`src/rtl/neocore_pkg.sv`:
```
// neocore_pkg: shared opcode encoding and helpers for the neocore execute stage.
//   opcode_e      - instruction opcodes seen by execute-stage units
//   is_branch_op  - true for any opcode resolved by branch_resolve_unit
package neocore_pkg;

    typedef enum logic [3:0] {
        OP_NOP = 4'd0,
        OP_ADD = 4'd1,
        OP_SUB = 4'd2,
        OP_LD  = 4'd3,
        OP_ST  = 4'd4,
        OP_B   = 4'd5,
        OP_BE  = 4'd6,
        OP_BNE = 4'd7,
        OP_BLT = 4'd8,
        OP_BGT = 4'd9,
        OP_BRO = 4'd10,
        OP_JSR = 4'd11,
        OP_RTS = 4'd12
    } opcode_e;

    function automatic logic is_branch_op(opcode_e op);
        case (op)
            OP_B, OP_BE, OP_BNE, OP_BLT, OP_BGT,
            OP_BRO, OP_JSR, OP_RTS: return 1'b1;
            default:                return 1'b0;
        endcase
    endfunction

endpackage

```
`src/rtl/branch_ras.sv`:
```
// branch_ras: circular return-address stack.
//   clk, rst      - clock, asynchronous active-low reset
//   push          - write push_data as the new top (wraps over oldest when full)
//   pop           - drop the top entry (ignored when empty)
//   clear         - empty the stack; applied before a same-cycle push
//   push_data     - return address to push
//   top           - current top-of-stack entry
//   empty, full   - occupancy status
module branch_ras #(
    parameter int ADDR_W    = 32,
    parameter int RAS_DEPTH = 8
) (
    input  logic              clk,
    input  logic              rst,
    input  logic              push,
    input  logic              pop,
    input  logic              clear,
    input  logic [ADDR_W-1:0] push_data,
    output logic [ADDR_W-1:0] top,
    output logic              empty,
    output logic              full
);
    localparam int PW = $clog2(RAS_DEPTH);
    localparam logic [PW:0] DEPTH_C = (PW+1)'(RAS_DEPTH);

    logic [PW-1:0]     tos, tos_n, tos_base;
    logic [PW:0]       cnt, cnt_n, cnt_base;
    logic [ADDR_W-1:0] mem [RAS_DEPTH];

    // Clear is folded in first so a same-cycle push lands on an empty stack.
    assign tos_base = clear ? '0 : tos;
    assign cnt_base = clear ? '0 : cnt;

    always_comb begin
        tos_n = tos_base;
        cnt_n = cnt_base;
        if (push) begin
            // Pointer wraps naturally (depth is a power of two); when full the
            // new top lands on the oldest slot and the count stays saturated.
            tos_n = tos_base + 1'b1;
            cnt_n = (cnt_base == DEPTH_C) ? cnt_base : cnt_base + 1'b1;
        end else if (pop && cnt_base != '0) begin
            tos_n = tos_base - 1'b1;
            cnt_n = cnt_base - 1'b1;
        end
    end

    always_ff @(posedge clk or negedge rst) begin
        if (!rst) begin
            tos <= '0;
            cnt <= '0;
        end else begin
            tos <= tos_n;
            cnt <= cnt_n;
        end
    end

    // Storage needs no reset: count gates every read of meaningful data.
    always_ff @(posedge clk) begin
        if (push) mem[tos_n] <= push_data;
    end

    assign top   = mem[tos];
    assign empty = (cnt == '0);
    assign full  = (cnt == DEPTH_C);

endmodule

```
`src/rtl/branch_resolve_unit.sv`:
```
// branch_resolve_unit: pipelined branch resolver with return-address stack.
//   clk, rst                 - clock, asynchronous active-low reset
//   in_valid/in_ready        - request handshake (single output register,
//                              pass-through ready)
//   opcode, operand_a/b      - instruction and compare operands
//   v_flag_in                - overflow flag for BRO
//   branch_target, return_pc - target for B/Bcc/JSR, return address for JSR
//   ras_clear                - empty the return-address stack
//   out_valid/out_ready      - result handshake
//   branch_taken, branch_pc  - redirect decision and address (0 if not taken)
//   ras_overflow/underflow   - result-aligned stack status for JSR/RTS
module branch_resolve_unit
    import neocore_pkg::*;
#(
    parameter int DATA_W     = 16,
    parameter int ADDR_W     = 32,
    parameter int RAS_DEPTH  = 8,
    parameter bit SIGNED_CMP = 1'b0
) (
    input  logic              clk,
    input  logic              rst,
    input  logic              in_valid,
    output logic              in_ready,
    input  opcode_e           opcode,
    input  logic [DATA_W-1:0] operand_a,
    input  logic [DATA_W-1:0] operand_b,
    input  logic              v_flag_in,
    input  logic [ADDR_W-1:0] branch_target,
    input  logic [ADDR_W-1:0] return_pc,
    input  logic              ras_clear,
    output logic              out_valid,
    input  logic              out_ready,
    output logic              branch_taken,
    output logic [ADDR_W-1:0] branch_pc,
    output logic              ras_overflow,
    output logic              ras_underflow
);
    logic              accept;
    logic              a_lt_b, a_gt_b;
    logic              taken_c, ovf_c, unf_c;
    logic [ADDR_W-1:0] pc_c;
    logic [ADDR_W-1:0] ras_top;
    logic              ras_empty, ras_full;
    logic              ras_push, ras_pop;

    assign in_ready = !out_valid || out_ready;
    assign accept   = in_valid && in_ready;

    if (SIGNED_CMP) begin : g_scmp
        assign a_lt_b = $signed(operand_a) < $signed(operand_b);
        assign a_gt_b = $signed(operand_a) > $signed(operand_b);
    end else begin : g_ucmp
        assign a_lt_b = operand_a < operand_b;
        assign a_gt_b = operand_a > operand_b;
    end

    // Result is computed from the pre-update stack, so an RTS with a
    // same-cycle ras_clear still sees the old top.
    always_comb begin
        taken_c = 1'b0;
        pc_c    = '0;
        ovf_c   = 1'b0;
        unf_c   = 1'b0;
        if (is_branch_op(opcode)) begin
            case (opcode)
                OP_B:    taken_c = 1'b1;
                OP_BE:   taken_c = (operand_a == operand_b);
                OP_BNE:  taken_c = (operand_a != operand_b);
                OP_BLT:  taken_c = a_lt_b;
                OP_BGT:  taken_c = a_gt_b;
                OP_BRO:  taken_c = v_flag_in;
                OP_JSR: begin
                    taken_c = 1'b1;
                    ovf_c   = ras_full && !ras_clear;
                end
                OP_RTS: begin
                    taken_c = !ras_empty;
                    unf_c   = ras_empty;
                end
                default: taken_c = 1'b0;
            endcase
            if (taken_c) pc_c = (opcode == OP_RTS) ? ras_top : branch_target;
        end
    end

    // Stack moves only on accept; a stalled request leaves it untouched.
    assign ras_push = accept && (opcode == OP_JSR);
    assign ras_pop  = accept && (opcode == OP_RTS);

    branch_ras #(
        .ADDR_W    (ADDR_W),
        .RAS_DEPTH (RAS_DEPTH)
    ) u_ras (
        .clk       (clk),
        .rst       (rst),
        .push      (ras_push),
        .pop       (ras_pop),
        .clear     (ras_clear),
        .push_data (return_pc),
        .top       (ras_top),
        .empty     (ras_empty),
        .full      (ras_full)
    );

    always_ff @(posedge clk or negedge rst) begin
        if (!rst) begin
            out_valid     <= 1'b0;
            branch_taken  <= 1'b0;
            branch_pc     <= '0;
            ras_overflow  <= 1'b0;
            ras_underflow <= 1'b0;
        end else if (accept) begin
            out_valid     <= 1'b1;
            branch_taken  <= taken_c;
            branch_pc     <= pc_c;
            ras_overflow  <= ovf_c;
            ras_underflow <= unf_c;
        end else if (out_ready) begin
            out_valid     <= 1'b0;
        end
    end

endmodule

```
`config.mk`:
```
export PLATFORM = sky130hd
export DESIGN_NAME = branch_resolve_unit
export DESIGN_NICKNAME = d
export VERILOG_FILES = /design/src/rtl/neocore_pkg.sv /design/src/rtl/branch_ras.sv /design/src/rtl/branch_resolve_unit.sv
export SDC_FILE = /design/constraint.sdc
export NUM_CORES = 1
export LEC_CHECK = 0
export BUFFER_PORTS_ARGS = -buffer_cell sky130_fd_sc_hd__buf_4
export CORE_MARGIN = 2
export CORE_UTILIZATION = 41
export CTS_CLUSTER_DIAMETER = 60
export DETAILED_ROUTE_END_ITERATION = 10
export GPL_TIMING_DRIVEN = 0
export PLACE_DENSITY_LB_ADDON = 0.05
export SETUP_SLACK_MARGIN = 0.05
export SLEW_MARGIN = 20
export SYNTH_ARGS = -nofsm -noshare
export SYNTH_HDL_FRONTEND = slang
export SYNTH_HIERARCHICAL = 1
export SYNTH_SLANG_ARGS = --single-unit
```
`constraint.sdc`:
```
create_clock -name clk -period 10.09 [get_ports clk]
set_input_delay 1.009 -clock clk [delete_from_list [all_inputs] [get_ports clk]]
set_output_delay 1.009 -clock clk [all_outputs]
set_load 0.02 [all_outputs]
```
* After elaboration in Yosys (flattened, before gate mapping)
Memory sizes are Yosys's and may differ from the RTL's.
Index checks and enable logic that the tools add are counted.
** Storage, ports and cells
- Memories :: 2
- Input bits :: 106
- Word-level logic and storage cells :: 61
- RAM bits :: 256
- Register bits :: 43
- Bits in read-only memories :: 16
- Output and inout bits :: 37
** Cells by class
- Reductions and logical operators :: 13
- Multiplexer cells :: 21
- Magnitude comparators :: 2
- Equality and inequality tests :: 12
- $add $sub $neg :: 4
** Memories
- u_ras.mem :: words 8, width 32, rd ports 1, clocked after memory_dff 0, wr ports 1, RTL line branch_ras.sv:28 : logic [ADDR_W-1:0] mem [RAS_DEPTH];
- (name not given) :: words 16, width 1, rd ports 1, clocked after memory_dff 0, wr ports 0, RTL line neocore_pkg.sv:23 : case (op)
** Operator list (count)
- 2-to-1 mux 32 bit :: 3
- equality test 4 bit (second input constant) :: 7
- equality test 16 bit :: 1
- greater-than comparator 16 bit :: 1
- < comparator 16 bit :: 1
- 2-to-1 mux 4 bit :: 4
- inequality test 16 bit :: 1
- equality test 4 x 3 -> 1 bit (second input constant) :: 3
- 2-to-1 mux 1 bit :: 10
- 2-to-1 mux 3 bit :: 3
- case mux 1 bit (7 select lines) :: 1
- logical AND 1 bit :: 5
- adder 4 x 1 -> 4 bit (second input constant) :: 1
- zero test 4 bit :: 1
- nonzero test 4 bit :: 1
- subtractor 4 x 1 -> 4 bit (second input constant) :: 1
- adder 3 x 1 -> 3 bit (second input constant) :: 1
- zero test 1 bit :: 3
- subtractor 3 x 1 -> 3 bit (second input constant) :: 1
- nonzero test 2 bit :: 1
- OR reduction 2 bit :: 1
- logical OR 1 bit :: 1

* Depth between registers and ports, before layout
Gate-level depths: netlist (run 1).
- Depth in word-level cells :: 7
- Mapped depth :: 9
- Depth with buffers taken out :: 8

* Cells and area by module
The synthesis (run 1) kept the hierarchy.
** By module, submodules not included
- branch_ras :: area an instance 10298.6 um^2, times used 1, seq. area each 7862.5 um^2, cells an instance 456
- branch_resolve_unit :: area an instance 2312.2 um^2, times used 1, seq. area each 900.9 um^2, cells an instance 232

* Worst setup path before layout (run 1)
Ideal clock, no wire load.
- Path type :: in2reg
- Start :: in out_ready
- End :: mem u_ras.mem[0][0] (enable)
- Path buffers :: 3
- Stages on the path :: 8
- Required time :: 9.655 ns
- Setup time :: 0.435 ns
- Data arrival time :: 4.078 ns
- Slack :: 5.577 ns
- Cells stage by stage :: nand2b_1 nand2_1 clkbuf_1 nor2_1 clkbuf_1 a32oi_1 buf_4 mux2i_1
** On the way
- Elaborated cells between the ends (all ways) :: 9
- Those cells by class :: mux (4); reduce/logical (5)
** RTL lines
- start: declaration :: RTL line branch_resolve_unit.sv:32 : input logic out_ready,
- logical OR 1 bit (*) :: RTL line branch_resolve_unit.sv:46 : assign in_ready = !out_valid || out_ready;
- logical AND 1 bit (*) :: RTL line branch_resolve_unit.sv:47 : assign accept = in_valid && in_ready;
- logical AND 1 bit (*) :: RTL line branch_resolve_unit.sv:87 : assign ras_push = accept && (opcode == OP_JSR);
- via ras_push :: RTL line branch_resolve_unit.sv:44 : logic ras_push, ras_pop;
- 2-to-1 mux 1 bit :: RTL line branch_ras.sv:60 : if (push) mem[tos_n] <= push_data;
- 2-to-1 mux 1 bit (implied by the code) :: RTL line branch_ras.sv:60
- end: declaration :: RTL line branch_ras.sv:28
Mark *: on every way through the listed nets, which the timed path passes. The rest lies on a longest branch.

* Final worst setup path (run 1)
- Start :: in out_ready
- End :: mem u_ras.mem[7][30] (enable)
** On the way
- Word-level cells in the longest chain between the ends :: 6
- Elaborated cells between the ends (all ways) :: 9
- Those cells by class :: mux (4); reduce/logical (5)
** RTL lines
- logical OR 1 bit :: RTL line branch_resolve_unit.sv:46
- logical AND 1 bit :: RTL line branch_resolve_unit.sv:47
- logical AND 1 bit :: RTL line branch_resolve_unit.sv:88 : assign ras_pop = accept && (opcode == OP_RTS);
- via ras_pop :: RTL line branch_resolve_unit.sv:44
- logical AND 1 bit :: RTL line branch_ras.sv:42 : end else if (pop && cnt_base != '0) begin
- 2-to-1 mux 3 bit :: RTL line branch_ras.sv:42
- 2-to-1 mux 3 bit :: RTL line branch_ras.sv:37 : if (push) begin
The timed path passes the listed nets, and every way through them passes these cells.

==> flow_metrics.py, run 1 <==
metrics = {
    "setup_path": {
        "required_ps": 10310,
        "cp_max_fo": 12,
        "critPathBufInv": 5,
        "worstReg2RegStart": "out_valid",
        "cp-endpoint": "u_ras/mem[7][30]",
        "cp_top_family": "buffers and inverters",
        "r2r-end": "u_ras/mem[7][30]",
        "crit_type": "input pin to flip-flop",
        "r2r_slack_ps": 6470,
        "cp.arrival_ps": 4190,
        "r2r_cells": 10,
        "cpMaxStageDelayCell": "mux2i_4",
        "cp-start-kind": "input pin",
        "max_stage_delay_ps": 710,
        "path_depth": 11,
        "end_kind": "flip-flop",
        "crit_start": "out_ready",
        "path_cells": "buf_4 -> nand2b_1 -> nand2_1 -> clkbuf_1 -> nor2b_1 -> nor2b_1 -> a32oi_1 -> buf_4 -> mux2i_4 -> buf_16 -> buf_16",
    },
    "global_routing": {
        "grt_pass1_wl_microns": 43300,
        "antenna_found_initial": 0,
        "grt_pass1_vias": 7258,
        "busiest_layer": "met2",
        "met3_usage_pct": 2.91,
        "gr-usage-met2_pct": 30.2,
        "grtUsageTotal_pct": 18.4,
        "grt.overflow.total": 0,
        "gr-usage-met1_pct": 25.3,
        "grt_max_degree": 44,
    },
    "floorplanning": {
        "chipHeight_microns": 179,
        "core_sq_um": 30400,
        "die_w_microns": 179,
        "start_util_pct": 41.4,
        "rows": 64,
        "ios": 143,
        "fp.dieArea_sq_um": 32200,
    },
    "layout": {
        "num_antenna_cells": 0,
        "nNetsFinal": 1011,
        "final_layout_size_suffix_gt1_share_pct": 40.5,
        "final-seq-area_sq_um": 8760,
        "final_util_pct": 52.3,
        "multiInputGateArea_sq_um": 3660,
        "n_fill_cell": 2466,
        "synthToLayoutAreaGrowth_pct": 26.2,
    },
    "clock_network": {
        "clock_sinks": 299,
        "clk_pin_slew_ps": 50,
        "htree_levels": 2,
        "cts_resized": 0,
        "hold_buffers": 0,
        "clk_latency_ps": 510,
        "cts_tree": "yes",
        "cts_max_path_buffers": 3,
        "cts_setup_buffers": 0,
        "clockRootBuffer": "clkbuf_16",
        "numCtsBuffers": 35,
    },
    "synth": {
        "syn-num-nets": 814,
        "synth_top_area_share_pct": 61.0,
        "yosys_warnings": 6,
        "syn-instance-count": 688,
        "synth_top_area_cell": "edfxtp_1",
        "post_synth.cell_area_avg_sq_um": 18.3,
        "netlist_area_sq_um": 12600,
        "synth_cell_types": 53,
        "synth-edff-count": 256,
        "synthArstFlopShare_pct": 14.4,
        "synth_flop_cell": "edfxtp_1",
        "synth_area_leaders": "edfxtp_1, mux4_2, dfrtp_1",
        "ys_seq_area_share_pct": 69.5,
        "synth_seq_cells": 299,
    },
    "sta": {
        "setup_slack_ps": 6120,
        "slew_viol_final": 0,
        "fin_crit_ps": 3970,
        "hold_viol": 0,
        "rsz0062_at_grt": "no",
        "finalSetupTns_ps": 0,
        "tightest_slew_ps": 1090,
        "setup_viol": 0,
        "fin_skew_ps": 27.0,
        "period_share_pct": 39.4,
        "slew_headroom_pct": 27.3,
        "fmaxAchievable_mhz": 252,
    },
    "routing": {
        "post_drt_via_cell_ratio": 5.31,
        "drt-wirelength-per-cell_microns": 22.2,
        "first_pass_iters": 5,
        "drt_iter0_markers": 398,
        "drc_errors": 0,
        "ant_nets": 0,
        "drt-total-wl_microns": 29000,
        "num_vias": 6940,
    },
    "place": {
        "place.detailed.hpwl_microns": 19300,
        "preCtsSetupSlack_ps": 5560,
        "port_buffers": 142,
        "place.gp.congestion": 0.775,
    },
    "power_and_ir_drop": {
        "clockPowerShare_pct": 45.7,
        "leakagePower_nw": 5.63,
        "p_seq_share_pct": 48.6,
        "p_comb_share_pct": 5.7,
        "ir_drop_v": 0.000117,
        "cellInternalPower_mw": 2.22,
        "power_switching_uw": 575,
        "p_sw_share_pct": 20.5,
        "powerDensity_nw_per_um2": 176,
    },
    "run_status": {
        "status": "finished, final reports clean",
    },
    "flow_run": {
        "cap_violations": 0,
    },
    "hold_path": {
        "hp-class": "flip-flop to flip-flop",
    },
}
[state kept, by name (all words and copies together) (netlist names)]
signal	count
u_ras/mem	256
branch_taken	1
u_ras/cnt	4
ras_underflow	1
ras_overflow	1
branch_pc	32
out_valid	1
u_ras/tos	3
[power groups by stage]
stage          sequential, mW  combinational, mW  clock (mW)
6_report                 1.36              0.158        1.28
5_1_grt                  1.36              0.174        1.36
4_1_cts                  1.36              0.162        1.31
3_5_place_dp             1.39              0.162           0
3_3_place_gp             1.39              0.156           0
2_1_floorplan            1.40             0.0611           0
[how the worst min path moves through the flow]
stage | start | endpoint | cells after the start
after floorplan | branch_pc[3] | branch_pc[3] | 2
after global placement | branch_pc[6] | branch_pc[6] | 2
after detailed placement | branch_pc[19] | branch_pc[19] | 2
after CTS | branch_pc[19] | branch_pc[19] | 2
after global routing | branch_pc[19] | branch_pc[19] | 2
final | branch_pc[6] | branch_pc[6] | 2
[routing by layer]
| metal | share of wire [%] | up-vias | routed length [microns] |
|---|---|---|---|
| met2 | 48 | 192 | 14000 |
| li1 | - | 3139 | - |
| met3 | 5.2 | 47 | 1500 |
| met5 | 0 | - | 0 |
| met4 | 2.3 | 0 | 658 |
| met1 | 44 | 3562 | 12800 |
[synth_stat cells (9+ instances only)]
library cell,number
buf_6,9
clkbuf_1,18
dfrtp_1,43
edfxtp_1,256
ha_1,20
inv_1,23
mux2_2,33
mux2i_1,41
mux4_2,64
nand2_1,53
nor2_1,14
o21ai_2,30
[layout by cell type, fill, tap and decap left out, types with 2 or more instances in the layout]
cell type	count
a21oi_1	7
a32o_1	2
a41oi_1	2
and3_1	2
buf_1	2
buf_16	14
buf_2	4
buf_4	143
buf_6	9
buf_8	4
bufinv_16	4
clkbuf_1	22
clkbuf_16	36
clkbuf_8	5
clkinv_1	5
clkinv_2	4
clkinvlp_4	3
dfrtp_1	43
edfxtp_1	256
ha_1	20
inv_1	23
mux2_2	33
mux2i_1	33
mux2i_4	8
mux4_2	64
nand2_1	53
nand2b_1	8
nand3_1	3
nand4_1	3
nor2_1	14
nor2b_1	7
nor4_1	2
nor4b_1	2
o21ai_0	8
o21ai_2	30
o21bai_1	2
o311ai_0	2
xnor2_1	3
[stage by stage]
stage | hold slack [ps] | instance area, sq um | total power, mW | cells
6_report | 478 | 15900 | 2.80 | 1308
5_1_grt | 498 | 15900 | 2.89 | 1308
4_1_cts | 480 | 15900 | 2.83 | 1308
3_5_place_dp | 467 | 14700 | 1.55 | 1244
3_3_place_gp | 462 | 14200 | 1.54 | 1226
2_1_floorplan | 590 | 12600 | 1.46 | 688
[layout make-up]
| type | count | area share (%) |
|---|---|---|
| repair buffers | 160 | 9.50 |
| plain buffers | 34 | 1.28 |
| well taps | 396 | 3.11 |
| inverters | 23 | 0.542 |
| flip-flops and latches | 299 | 55.1 |
| multi-input cells | 332 | 23.0 |
| clock inverters | 19 | 1.35 |
| clock buffers | 45 | 6.19 |
[tightest hold or removal path, delay by kind of cell, from the launching register on]
| family | cells | cell delay [ps] |
|---|---|---|
| DFF | 1 | 340 |
| and+or+nand+nor | 1 | 60 |
| AOI/OAI and AO/OA | 1 | 50 |
[logic make-up (layout without fill, tap and decap cells)]
group,count (synthesis),in the layout,share of synthesized area [%]
flip-flops,299,299,69.5
multiplexers,138,138,17.6
XOR/XNOR,4,4,0.278
AND/OR/NAND/NOR,104,104,4.09
buffers and inverters,57,281,2.30
AO/OA/AOI/OAI,66,66,4.23
adder cells (fa/ha/maj),20,20,1.98
No activity file was read; power rests on OpenSTA's default activity.
==> inputs of run 2 (changes only) <==
--- a/config.mk
+++ b/config.mk
@@ -5,6 +5,7 @@
 export SDC_FILE = /design/constraint.sdc
 export NUM_CORES = 1
 export LEC_CHECK = 0
+export ABC_AREA = 1
 export BUFFER_PORTS_ARGS = -buffer_cell sky130_fd_sc_hd__buf_4
 export CORE_MARGIN = 2
 export CORE_UTILIZATION = 41
==> constraint.sdc (replaced) <==
create_clock -name clk -period 3.5 [get_ports clk]
set_input_delay 0.35 -clock clk [delete_from_list [all_inputs] [get_ports clk]]
set_output_delay 0.35 -clock clk [all_outputs]
set_load 0.02 [all_outputs]
==> run 2 against run 1 <==
Net effect: sequential share of layout area decreased by 0.21 points; die area increased by 4.0%; setup slack got worse by 5600 ps; via count increased by 33%; clock power increased by 150%; clock skew decreased by 11 ps; first-iteration DRC count increased by 64%; non-clock buffer count increased by 23; critical endpoint is now u_ras/mem[1][1]; largest cell class unchanged.
==> flow_metrics.py, run 2 <==
metrics = {
    "run_status": {
        "status": "finished, final reports clean",
    },
    "sta": {
        "slew_headroom_pct": 53.5,
        "tightest_slew_ps": 697,
        "rsz0062_at_grt": "no",
        "hold_viol": 0,
        "setup_slack_ps": 482,
        "fmaxAchievable_mhz": 331,
        "fin_skew_ps": 15.9,
        "fin_crit_ps": 3020,
        "setup_viol": 0,
        "slew_viol_final": 0,
        "period_share_pct": 86.2,
    },
    "layout": {
        "largest_register_ffs": 256,
        "n_fill_cell": 2839,
        "multiInputGateArea_sq_um": 3850,
        "mostFrequentLayoutCells": "nand2_1, edfxtp_1, nor2_1",
        "regMostFlops": "u_ras/mem",
        "final-seq-area_sq_um": 8760,
        "nNetsFinal": 1522,
        "synthToLayoutAreaGrowth_pct": 21.7,
        "num_antenna_cells": 0,
        "final_layout_size_suffix_gt1_share_pct": 20.6,
        "reg_top3": "u_ras/mem x256, branch_pc x32, u_ras/cnt x4",
        "final_cells": 1822,
        "layout_commonest_cell": "nand2_1",
    },
    "routing": {
        "drt_iter0_markers": 652,
        "drt-wirelength-per-cell_microns": 18.8,
        "drt-total-wl_microns": 34300,
        "post_drt_via_cell_ratio": 5.07,
        "route.met2.wl_microns": 15300,
        "wl_met3_microns": 2200,
        "num_vias": 9244,
        "ant_nets": 0,
        "m1WireLength_microns": 16000,
        "drc_errors": 0,
        "routed.top_layer": "met4",
        "first_pass_iters": 5,
    },
    "place": {
        "preCtsSetupSlack_ps": 394,
        "port_buffers": 142,
        "place.gp.congestion": 0.787,
        "dp.cells": 1760,
        "place.detailed.hpwl_microns": 23300,
    },
    "clock_network": {
        "cts_max_path_buffers": 3,
        "htree_levels": 2,
        "clk_latency_ps": 500,
        "numCtsBuffers": 35,
        "cts_tree": "yes",
        "clockRootBuffer": "clkbuf_16",
        "clock_sinks": 299,
        "clk_pin_slew_ps": 50,
    },
    "power_and_ir_drop": {
        "powerDensity_nw_per_um2": 483,
        "p_seq_share_pct": 51.1,
        "leakagePower_nw": 6.45,
        "ir_drop_v": 0.000335,
        "p_sw_share_pct": 22.3,
        "total_power_mw": 7.71,
        "clockPowerShare_pct": 41.2,
        "power_switching_mw": 1.72,
        "cellInternalPower_mw": 5.99,
        "p_comb_share_pct": 7.6,
    },
    "global_routing": {
        "grtUsageTotal_pct": 20.6,
        "grt_max_degree": 44,
        "antenna_found_initial": 0,
        "grt_pass1_wl_microns": 52000,
        "grt.overflow.total": 0,
        "grt_pass1_vias": 8912,
    },
    "floorplanning": {
        "chipHeight_microns": 183,
        "die_w_microns": 183,
        "ios": 143,
        "fp.dieArea_sq_um": 33500,
        "rows": 65,
        "start_util_pct": 41.6,
        "core_sq_um": 31600,
    },
    "synth": {
        "synthArstFlopShare_pct": 14.4,
        "synth_top_family_by_area": "simple AND/OR/NAND/NOR gates",
        "syn-num-nets": 1333,
        "syn-instance-count": 1207,
        "yosys.area_share.simple_pct": 18.4,
        "synth_top_area_share_pct": 58.6,
        "synthXorXnorAreaFrac_pct": 0.267,
        "synth_area_leaders": "edfxtp_1, nand2_1, dfrtp_1",
        "post_synth.cell_area_avg_sq_um": 10.9,
        "synth-compound-area-share_pct": 8.26,
        "synth_top_area_cell": "edfxtp_1",
        "synth_cell_types": 33,
        "yosys_warnings": 6,
        "ys_top_cells_by_count": "nand2_1, edfxtp_1, nor2_1, o21ai_0",
        "synth_seq_cells": 299,
        "yosys.area_share.adder_pct": 1.91,
        "synth_most_common_cell": "nand2_1",
        "netlist_area_sq_um": 13100,
        "synth-edff-count": 256,
        "ys_seq_area_share_pct": 66.8,
        "synthMuxAreaShare_pct": 0,
        "synth_flop_cell": "edfxtp_1",
    },
    "flow_run": {
        "cap_violations": 0,
    },
    "setup_path": {
        "r2r_slack_ps": 480,
        "cp_top_family": "simple AND/OR/NAND/NOR gates",
        "crit_type": "flip-flop to flip-flop",
        "cpMaxStageDelayCell": "nor2_4",
        "required_ps": 3690,
        "path_cells": "inv_2 -> buf_4 -> buf_4 -> nor2_2 -> inv_1 -> ha_1 -> nand2_1 -> nor2_1 -> nand2_1 -> nand2_1 -> nand2_1 -> nand2_2 -> inv_2 -> nand2_1 -> nor2_4 -> buf_16",
        "critPathBufInv": 6,
        "max_stage_delay_ps": 550,
        "cp_max_fo": 18,
        "cpMostUsedCell": "nand2_1",
        "cp-start-kind": "flip-flop",
        "end_kind": "flip-flop",
        "cp.arrival_ps": 3210,
    },
    "hold_path": {
        "hp-class": "input pin to flip-flop",
    },
}
-- run 2: cell count changes in the layout (fill, tap and decap cells not counted), moves of 13 or more --
cell	previous run	this run
nand2_1	53	317
o21ai_2	30	0
mux4_2	64	0
nand3_2	0	33
clkbuf_1	22	35
a21oi_1	7	37
o21ai_0	8	93
buf_2	4	26
mux2i_1	33	0
inv_1	23	43
mux2_2	33	0
o21ai_1	0	40
a31oi_1	1	33
nor2_1	14	176
-- run 2: per-stage QoR --
stage | cell area (sq um) | hold slack (ps) | utilization [%] | TNS, ps
after detailed placement | 15000 | 396 | 47.5 | 0
after CTS | 16000 | 66.4 | 50.6 | 0
after floorplan | 13100 | 54.4 | - | -6440
final | 16000 | 85.3 | 50.6 | 0
after global routing | 16000 | 68.6 | 50.6 | 0
after global placement | 14700 | 393 | 46.6 | -387190
-- run 2: path summary, 6_finish.rpt --
check                         startpoint          endpoint  cells after the start
setup / recovery            u_ras/tos[0]   u_ras/mem[1][1]                     16
hold / removal             return_pc[17]  u_ras/mem[2][17]                      1
setup reg to reg            u_ras/tos[0]   u_ras/mem[1][1]                     16
hold reg to reg            branch_pc[20]     branch_pc[20]                      2
max in group asynchronous            rst     branch_pc[13]                      2
min in group asynchronous            rst      ras_overflow                      2
-- run 2: repair_timing --
| action | CTS | global route |
|---|---|---|
| buffers inserted | 0 | 0 |
| hold buffers | 1 | 0 |
| gates resized for setup | 0 | 0 |
| endpoints found under the hold margin | 43 | 0 |
-- run 2: power by group through the flow --
stage               logic (mW)  clock network [mW]  registers, mW
global route             0.652                3.42           3.94
detailed placement       0.595                   0           4.01
floorplan                0.246                   0           4.06
finish                   0.590                3.18           3.94
CTS                      0.598                3.27           3.94
global placement         0.587                   0           4.01
-- run 2: kinds of logic (layout without fill, tap and decap cells) --
group,Yosys count,count (layout)
compound gates,206,206
xor+xnor,4,4
fa+ha+maj,20,20
buf+inv,113,326
flops,299,299
simple gates,565,565
-- run 2: layout make-up --
| type | count | area share, % |
|---|---|---|
| inverter | 48 | 1.13 |
| clock inverter | 16 | 0.470 |
| multi-input combinational | 795 | 24.1 |
| tap | 402 | 3.15 |
| clock buffer | 45 | 5.72 |
| sequential | 299 | 54.8 |
| buffer | 65 | 2.47 |
| timing repair buffer | 152 | 8.14 |
-- run 2: per-layer routing --
metal / vias up / track usage (%)
met2: 303 / 32.6
li1: 4514 / -
met4: 0 / 5.79
met1: 4373 / 29.7
met3: 54 / 3.14
met5: - / 0
-- run 2: worst register-to-register path, cell delays in order (launching register included) --
cell and delay, ps:
dfrtp_1 440, inv_2 60, buf_4 180, buf_4 200
nor2_2 180, inv_1 80, ha_1 180, nand2_1 60
nor2_1 40, nand2_1 100, nand2_1 50, nand2_1 60
nand2_2 80, inv_2 60, nand2_1 130, nor2_4 550
buf_16 260
